--- src/rtl/settings_seq_pkg.sv ---
// Shared types and constants for the settings frame sequencer.
package settings_seq_pkg;

  localparam int FRAME_LEN = 5;
  localparam int ADDR_W    = 3;

  localparam logic [7:0] CMD_MAX_ROW  = 8'd1;
  localparam logic [7:0] CMD_MAX_COL  = 8'd2;
  localparam logic [7:0] CMD_DATA_MIN = 8'd3;
  localparam logic [7:0] CMD_DATA_MAX = 8'd4;

  typedef enum logic [2:0] {
    ST_IDLE    = 3'd0,
    ST_COLLECT = 3'd1,
    ST_START   = 3'd2,
    ST_WAIT    = 3'd3,
    ST_RECOVER = 3'd4,
    ST_REPORT  = 3'd5
  } seq_state_e;

  typedef enum logic [1:0] {
    STAT_OK          = 2'd0,
    STAT_HDL_ERR     = 2'd1,
    STAT_TIMEOUT     = 2'd2,
    STAT_FRAME_ABORT = 2'd3
  } status_code_e;

  function automatic int max3(input int a, input int b, input int c);
    int m;
    m = (a > b) ? a : b;
    return (m > c) ? m : c;
  endfunction

  function automatic logic [15:0] sat_inc(input logic [15:0] v);
    return (v == 16'hFFFF) ? v : v + 16'd1;
  endfunction

endpackage

--- src/rtl/settings_seq_timer.sv ---
// Loadable down-counter with a zero flag; holds at zero once it gets there.
module settings_seq_timer #(
  parameter int W = 16
) (
  input  logic         clk,
  input  logic         rst,
  input  logic         load,
  input  logic [W-1:0] load_val,
  input  logic         dec,
  output logic         zero
);

  logic [W-1:0] count_q;

  always_ff @(posedge clk or posedge rst) begin
    if (rst) begin
      count_q <= '0;
    end else if (load) begin
      count_q <= load_val;
    end else if (dec && (count_q != '0)) begin
      count_q <= count_q - 1'b1;
    end
  end

  assign zero = (count_q == '0);

endmodule

--- src/rtl/settings_cmd_sequencer.sv ---
// Frame collector and start/wait/recover controller for settings_data_handler.
// Optional inter-byte gap abort: define SETTINGS_SEQ_FRAME_TIMEOUT_EN.
module settings_cmd_sequencer
  import settings_seq_pkg::*;
#(
  parameter int WAIT_TIMEOUT     = 64,
  parameter int RECOVER_CYCLES   = 4,
  parameter int FRAME_GAP_CYCLES = 1024
) (
  input  logic              clk,
  input  logic              rst,
  input  logic [7:0]        rx_data,
  input  logic              rx_valid,
  output logic              rx_ready,
  output logic              buf_wr_en,
  output logic [ADDR_W-1:0] buf_wr_addr,
  output logic [7:0]        buf_wr_data,
  output logic              hdl_start,
  input  logic              hdl_busy,
  input  logic              hdl_done,
  input  logic              hdl_error,
  output logic              hdl_rst_n,
  output logic              status_valid,
  output logic [1:0]        status_code,
  output logic [15:0]       ok_count,
  output logic [15:0]       err_count,
  output seq_state_e        state_dbg
);

  localparam int TIMER_W = $clog2(max3(WAIT_TIMEOUT, RECOVER_CYCLES, FRAME_GAP_CYCLES) + 1);

  // Handshake: a byte transfers on a cycle where rx_valid and rx_ready are both high;
  // rx_ready is registered and never depends combinationally on rx_valid.
  seq_state_e        state_q, state_d;
  logic [ADDR_W-1:0] idx_q, idx_d;
  status_code_e      code_q, code_d;
  logic              stale_q, stale_d;
  logic              release_q, release_d;
  logic              alive_q;
  logic              rx_ready_q;
  logic [15:0]       ok_q, err_q;

  logic               accept;
  logic               tmr_load, tmr_dec, tmr_zero;
  logic [TIMER_W-1:0] tmr_val;

  assign accept = rx_valid & rx_ready_q;

  settings_seq_timer #(.W(TIMER_W)) u_timer (
    .clk      (clk),
    .rst      (rst),
    .load     (tmr_load),
    .load_val (tmr_val),
    .dec      (tmr_dec),
    .zero     (tmr_zero)
  );

  always_comb begin
    state_d   = state_q;
    idx_d     = idx_q;
    code_d    = code_q;
    stale_d   = stale_q;
    release_d = release_q;
    tmr_load  = 1'b0;
    tmr_dec   = 1'b0;
    tmr_val   = '0;
    case (state_q)
      ST_IDLE: begin
        // A byte already handshaken takes priority over a stale handler error.
        if (accept) begin
          idx_d   = ADDR_W'(1);
          state_d = ST_COLLECT;
`ifdef SETTINGS_SEQ_FRAME_TIMEOUT_EN
          tmr_load = 1'b1;
          tmr_val  = TIMER_W'(FRAME_GAP_CYCLES - 1);
`endif
        end else if (hdl_error && alive_q) begin
          stale_d   = 1'b1;
          release_d = 1'b0;
          state_d   = ST_RECOVER;
          tmr_load  = 1'b1;
          tmr_val   = TIMER_W'(RECOVER_CYCLES - 1);
        end
      end
      ST_COLLECT: begin
        if (accept) begin
`ifdef SETTINGS_SEQ_FRAME_TIMEOUT_EN
          tmr_load = 1'b1;
          tmr_val  = TIMER_W'(FRAME_GAP_CYCLES - 1);
`endif
          if (idx_q == ADDR_W'(FRAME_LEN - 1)) begin
            idx_d   = '0;
            state_d = ST_START;
          end else begin
            idx_d = idx_q + 1'b1;
          end
        end
`ifdef SETTINGS_SEQ_FRAME_TIMEOUT_EN
        else if (tmr_zero) begin
          idx_d   = '0;
          code_d  = STAT_FRAME_ABORT;
          state_d = ST_REPORT;
        end else begin
          tmr_dec = 1'b1;
        end
`endif
      end
      ST_START: begin
        if (!hdl_busy) begin
          state_d  = ST_WAIT;
          tmr_load = 1'b1;
          tmr_val  = TIMER_W'(WAIT_TIMEOUT - 1);
        end
      end
      ST_WAIT: begin
        if (hdl_error || (tmr_zero && !hdl_done)) begin
          code_d    = hdl_error ? STAT_HDL_ERR : STAT_TIMEOUT;
          stale_d   = 1'b0;
          release_d = 1'b0;
          state_d   = ST_RECOVER;
          tmr_load  = 1'b1;
          tmr_val   = TIMER_W'(RECOVER_CYCLES - 1);
        end else if (hdl_done) begin
          code_d  = STAT_OK;
          state_d = ST_REPORT;
        end else begin
          tmr_dec = 1'b1;
        end
      end
      ST_RECOVER: begin
        // Hold the handler in reset, then give it one released cycle before moving on.
        if (release_q) begin
          release_d = 1'b0;
          stale_d   = 1'b0;
          state_d   = stale_q ? ST_IDLE : ST_REPORT;
        end else if (tmr_zero) begin
          release_d = 1'b1;
        end else begin
          tmr_dec = 1'b1;
        end
      end
      ST_REPORT: state_d = ST_IDLE;
      default:   state_d = ST_IDLE;
    endcase
  end

  always_ff @(posedge clk or posedge rst) begin
    if (rst) begin
      state_q    <= ST_IDLE;
      idx_q      <= '0;
      code_q     <= STAT_OK;
      stale_q    <= 1'b0;
      release_q  <= 1'b0;
      alive_q    <= 1'b0;
      rx_ready_q <= 1'b0;
      ok_q       <= '0;
      err_q      <= '0;
    end else begin
      state_q    <= state_d;
      idx_q      <= idx_d;
      code_q     <= code_d;
      stale_q    <= stale_d;
      release_q  <= release_d;
      alive_q    <= 1'b1;
      rx_ready_q <= (state_d == ST_IDLE) || (state_d == ST_COLLECT);
      if (state_q == ST_REPORT) begin
        if (code_q == STAT_OK) ok_q <= sat_inc(ok_q);
        else                   err_q <= sat_inc(err_q);
      end
    end
  end

  assign rx_ready     = rx_ready_q;
  assign buf_wr_en    = accept;
  assign buf_wr_addr  = accept ? idx_q : '0;
  assign buf_wr_data  = accept ? rx_data : 8'h00;
  assign hdl_start    = (state_q == ST_START) && !hdl_busy;
  assign hdl_rst_n    = alive_q && !((state_q == ST_RECOVER) && !release_q);
  assign status_valid = (state_q == ST_REPORT);
  assign status_code  = code_q;
  assign ok_count     = ok_q;
  assign err_count    = err_q;
  assign state_dbg    = state_q;

endmodule
--- config.mk ---
export PLATFORM = sky130hd
export DESIGN_NAME = settings_cmd_sequencer
export DESIGN_NICKNAME = d
export VERILOG_FILES = /design/src/rtl/settings_seq_pkg.sv /design/src/rtl/settings_seq_timer.sv /design/src/rtl/settings_cmd_sequencer.sv
export SDC_FILE = /design/constraint.sdc
export NUM_CORES = 1
export LEC_CHECK = 0
export ABC_AREA = 1
export BUFFER_PORTS_ARGS = -buffer_cell sky130_fd_sc_hd__buf_2
export CORE_AREA = 3 3 108 84
export CTS_CLUSTER_DIAMETER = 120
export DETAILED_ROUTE_END_ITERATION = 7
export DIE_AREA = 0 0 111 87
export PLACE_DENSITY = 0.7
export SETUP_SLACK_MARGIN = 0.4
export SLEW_MARGIN = 5
export SYNTH_ARGS = -nofsm -noshare
export SYNTH_HDL_FRONTEND = slang
export SYNTH_HIERARCHICAL = 1
export SYNTH_SLANG_ARGS = --single-unit
export TNS_END_PERCENT = 100
--- constraint.sdc ---
create_clock -name clk -period 3.5 [get_ports clk]
set_input_delay 0.35 -clock clk [delete_from_list [all_inputs] [get_ports clk]]
set_output_delay 0.35 -clock clk [all_outputs]
set_load 0.05 [all_outputs]
==> results.yml <==
run_status:
  status: "completed"
detailed_routing:
  num_vias: 3441
  dr.pass1.iters: 5
  avgRoutedWirePerCell_um: 11.3
  drt_iter0_drc: 159
  routed_via_density: 4.88
  postRouteAntennaNets: 0
  routed_wl_um: 8000
  remaining_drc_errors: 0
clock_tree:
  clk_path_buf_depth: 2
  clkSinkCount: 55
  ctsResizeCount: 0
  cts_tree: "done"
  numCtsBuffers: 5
  clk_pin_slew_ps: 100
  cts_root_buf: "clkbuf_8"
  holdBufCountCts: 0
  clk_latency_ps: 300
  cts_setup_buffers: 0
  htreeDepth: 2
finish:
  drive_gt1_share_pct: 18.3
  final_nets: 618
  area_growth_pct: 14.0
  final_cell_area_sq_um: 4120
  fillers: 770
  antennaDiodeCount: 0
pwr:
  leakage_nw: 2.20
  power_density_nw_per_um2: 589
  irDropWorstVdd_mv: 0.470
timing:
  skew_ps: 13.4
  slew_headroom_pct: 36.3
  worstMarginPinSlew_ps: 955
  tns_ps: 0
  slew_violations: 0
  rsz0062_at_grt: "no"
  timing.final.crit_period_ps: 2730
  hold_viol_final: 0
  timing.fmax_mhz: 366
  setup-violations-final: 0
  min_period_over_period_pct: 78.0
worst_setup_path:
  worstPathMaxFanout: 16
  rr_worst_depth: 16
  end_kind: "flip-flop"
  path_class: "flip-flop to flip-flop"
  cp_data_arrival_time_ps: 2930
  cp_cell_sequence: "inv_1, ha_1, nand2_2, nor2_1, nand3_1, nor2_1, inv_1, o21ai_1, nand2_1, nand3b_1, buf_4, inv_1, nand2_4, inv_1, nand2_1, nand2_1"
  r2r_setup_slack_ps: 770
  required_ps: 3700
  slowest_delay_ps: 380
  critPathBufInv: 5
  crit_family: "simple AND/OR/NAND/NOR gates"
  crit_top_cell: "inv_1"
  slowest_stage: "dfrtp_1"
  cp-start-kind: "flip-flop"
  crit_cells: 16
  r2r-end: "u_timer/count_q[3]$_DFFE_PP0P_"
  setup.worst_path.start: "u_timer/count_q[0]$_DFFE_PP0P_"
  timing.rr.start: "u_timer/count_q[0]$_DFFE_PP0P_"
synthesis:
  synth_compound_area_share_pct: 5.51
  synth_fa_ha_area_share_pct: 1.73
  synth_top_cell_by_area: "dfrtp_1"
  synth_area_leaders: "dfrtp_1 38%, nand2_1 23%, nor2_1 5.6%"
  synth_edf_count: 0
  synth-xor-area-share_pct: 3.64
  ys_ff_latch: 55
  netlist_area_sq_um: 3610
  synth_cells: 529
  synth_flop_cell: "dfrtp_1"
  ys_top_cells_by_count: "226 x nand2_1, 55 x dfrtp_1, 54 x nor2_1"
  yosysTopAreaCellShare_pct: 38.1
  yosys.area_share.simple_pct: 43.0
  synth-async-reset-ratio_pct: 100
  synth_mux_area_share_pct: 0
  synth_cell_types: 32
  synth_top_family_by_area: "simple AND/OR/NAND/NOR gates"
  ys_seq_area_share_pct: 38.1
  yosysMostFrequentCell: "nand2_1"
  synth_area_per_cell_sq_um: 6.83
  yosysWarningCount: 6
place:
  place.port_buffers: 66
  gp_congestion: 0.929
  placed_area_sq_um: 4030
  post-dp-hpwl_um: 6140
floorplanning:
  rows: 28
  start_util_pct: 45.4
  core_area_sq_um: 7950
  die_h_um: 87
  ios: 67
  die_x_um: 111
  die_area_sq_um: 9660
worst_hold_path:
  hold_class: "primary input to async pin"
global_route:
  grt_max_degree: 45
  antenna_found_initial: 0
  grt_pass1_vias: 3137
  grt_usage_pct: 17.2
  overflow: 0
  grt_pass1_wl_um: 14200
job:
  max-cap-violations: 0
==> through the flow <==
step	power (mW)	std cells	utilization (%)	hold WS, ps	setup slack (ps)
4_1_cts	2.45	705	51.8	57.6	716
3_3_place_gp	2.07	697	50.7	390	885
5_1_grt	2.64	705	51.8	75.3	462
3_5_place_dp	2.09	697	50.7	394	726
2_1_floorplan	1.86	533	-	202	926
6_report	2.43	705	51.8	45.4	771
==> worst max-delay path by stage <==
stage / to / slack, ps
after detailed placement: u_timer/count_q[3]$_DFFE_PP0P_ / 730
after floorplan: u_timer/count_q[4]$_DFFE_PP0P_ / 930
after global routing: u_timer/count_q[6]$_DFFE_PP0P_ / 460
after global placement: u_timer/count_q[6]$_DFFE_PP0P_ / 890
final: u_timer/count_q[3]$_DFFE_PP0P_ / 770
after CTS: u_timer/count_q[3]$_DFFE_PP0P_ / 720
==> layer usage <==
layer	track usage, %	up-vias	routed length, um
met4	1.90	0	40
met3	3.68	6	469
met2	28.2	88	3410
li1	-	1779	-
met5	0	-	0
met1	24.3	1568	4080
==> state kept, by name, summed over array words and instances, names as in the netlist <==
signal,count
u_timer/count_q,11
rx_ready,1
status_code,2
alive_q,1
release_q,1
idx_q,3
state_dbg,3
stale_q,1
err_count,16
ok_count,16
==> layout make-up <==
cell class	count	area, sq um	share of cell area (%)
Multi-Input combinational cell	411	1970	47.8
Sequential cell	55	1380	33.4
Timing Repair Buffer	67	338	8.20
Inverter	59	221	5.38
Tap cell	105	131	3.19
Clock buffer	6	72.6	1.76
Clock inverter	2	12.5	0.304
==> worst reg2reg max path, delay by kind of cell, from the launching register on <==
family	cells	cell delay (ps)
buffers and inverters	5	730
DFF	1	380
AOI/OAI and AO/OA	1	190
and+or+nand+nor	9	1130
adders and majority gates	1	220
==> kinds of logic (layout without fill, tap and decap cells) <==
group	count (synthesis)	after routing
AO/OA/AOI/OAI	29	29
XOR/XNOR	15	15
adder cells (fa/ha/maj)	5	5
buffers and inverters	67	134
flip-flops	55	55
other	2	6
AND/OR/NAND/NOR	356	356
==> placed cells by master, fill, tap and decap left out, drive strengths merged <==
cell type	n
xnor2	8
nand3	38
o211a	1
a31oi	2
inv	59
clkinvlp	1
conb	6
ha	5
o21ai	23
clkbuf	6
buf	67
nor3	3
nor3b	1
nand3b	1
dfrtp	55
o211ai	1
nand2	234
xor2	7
nor2	65
nand4	14
clkinv	1
o21bai	1
o41ai	1
==> power breakdown <==
group / total, mW / switching (mW) / internal [mW]
clock: 0.348 / 0.207 / 0.141
combinational: 1.17 / 0.839 / 0.330
sequential: 0.909 / 0.141 / 0.768
total: 2.43 / 1.19 / 1.24
No activity file was read; power rests on OpenSTA's default activity.
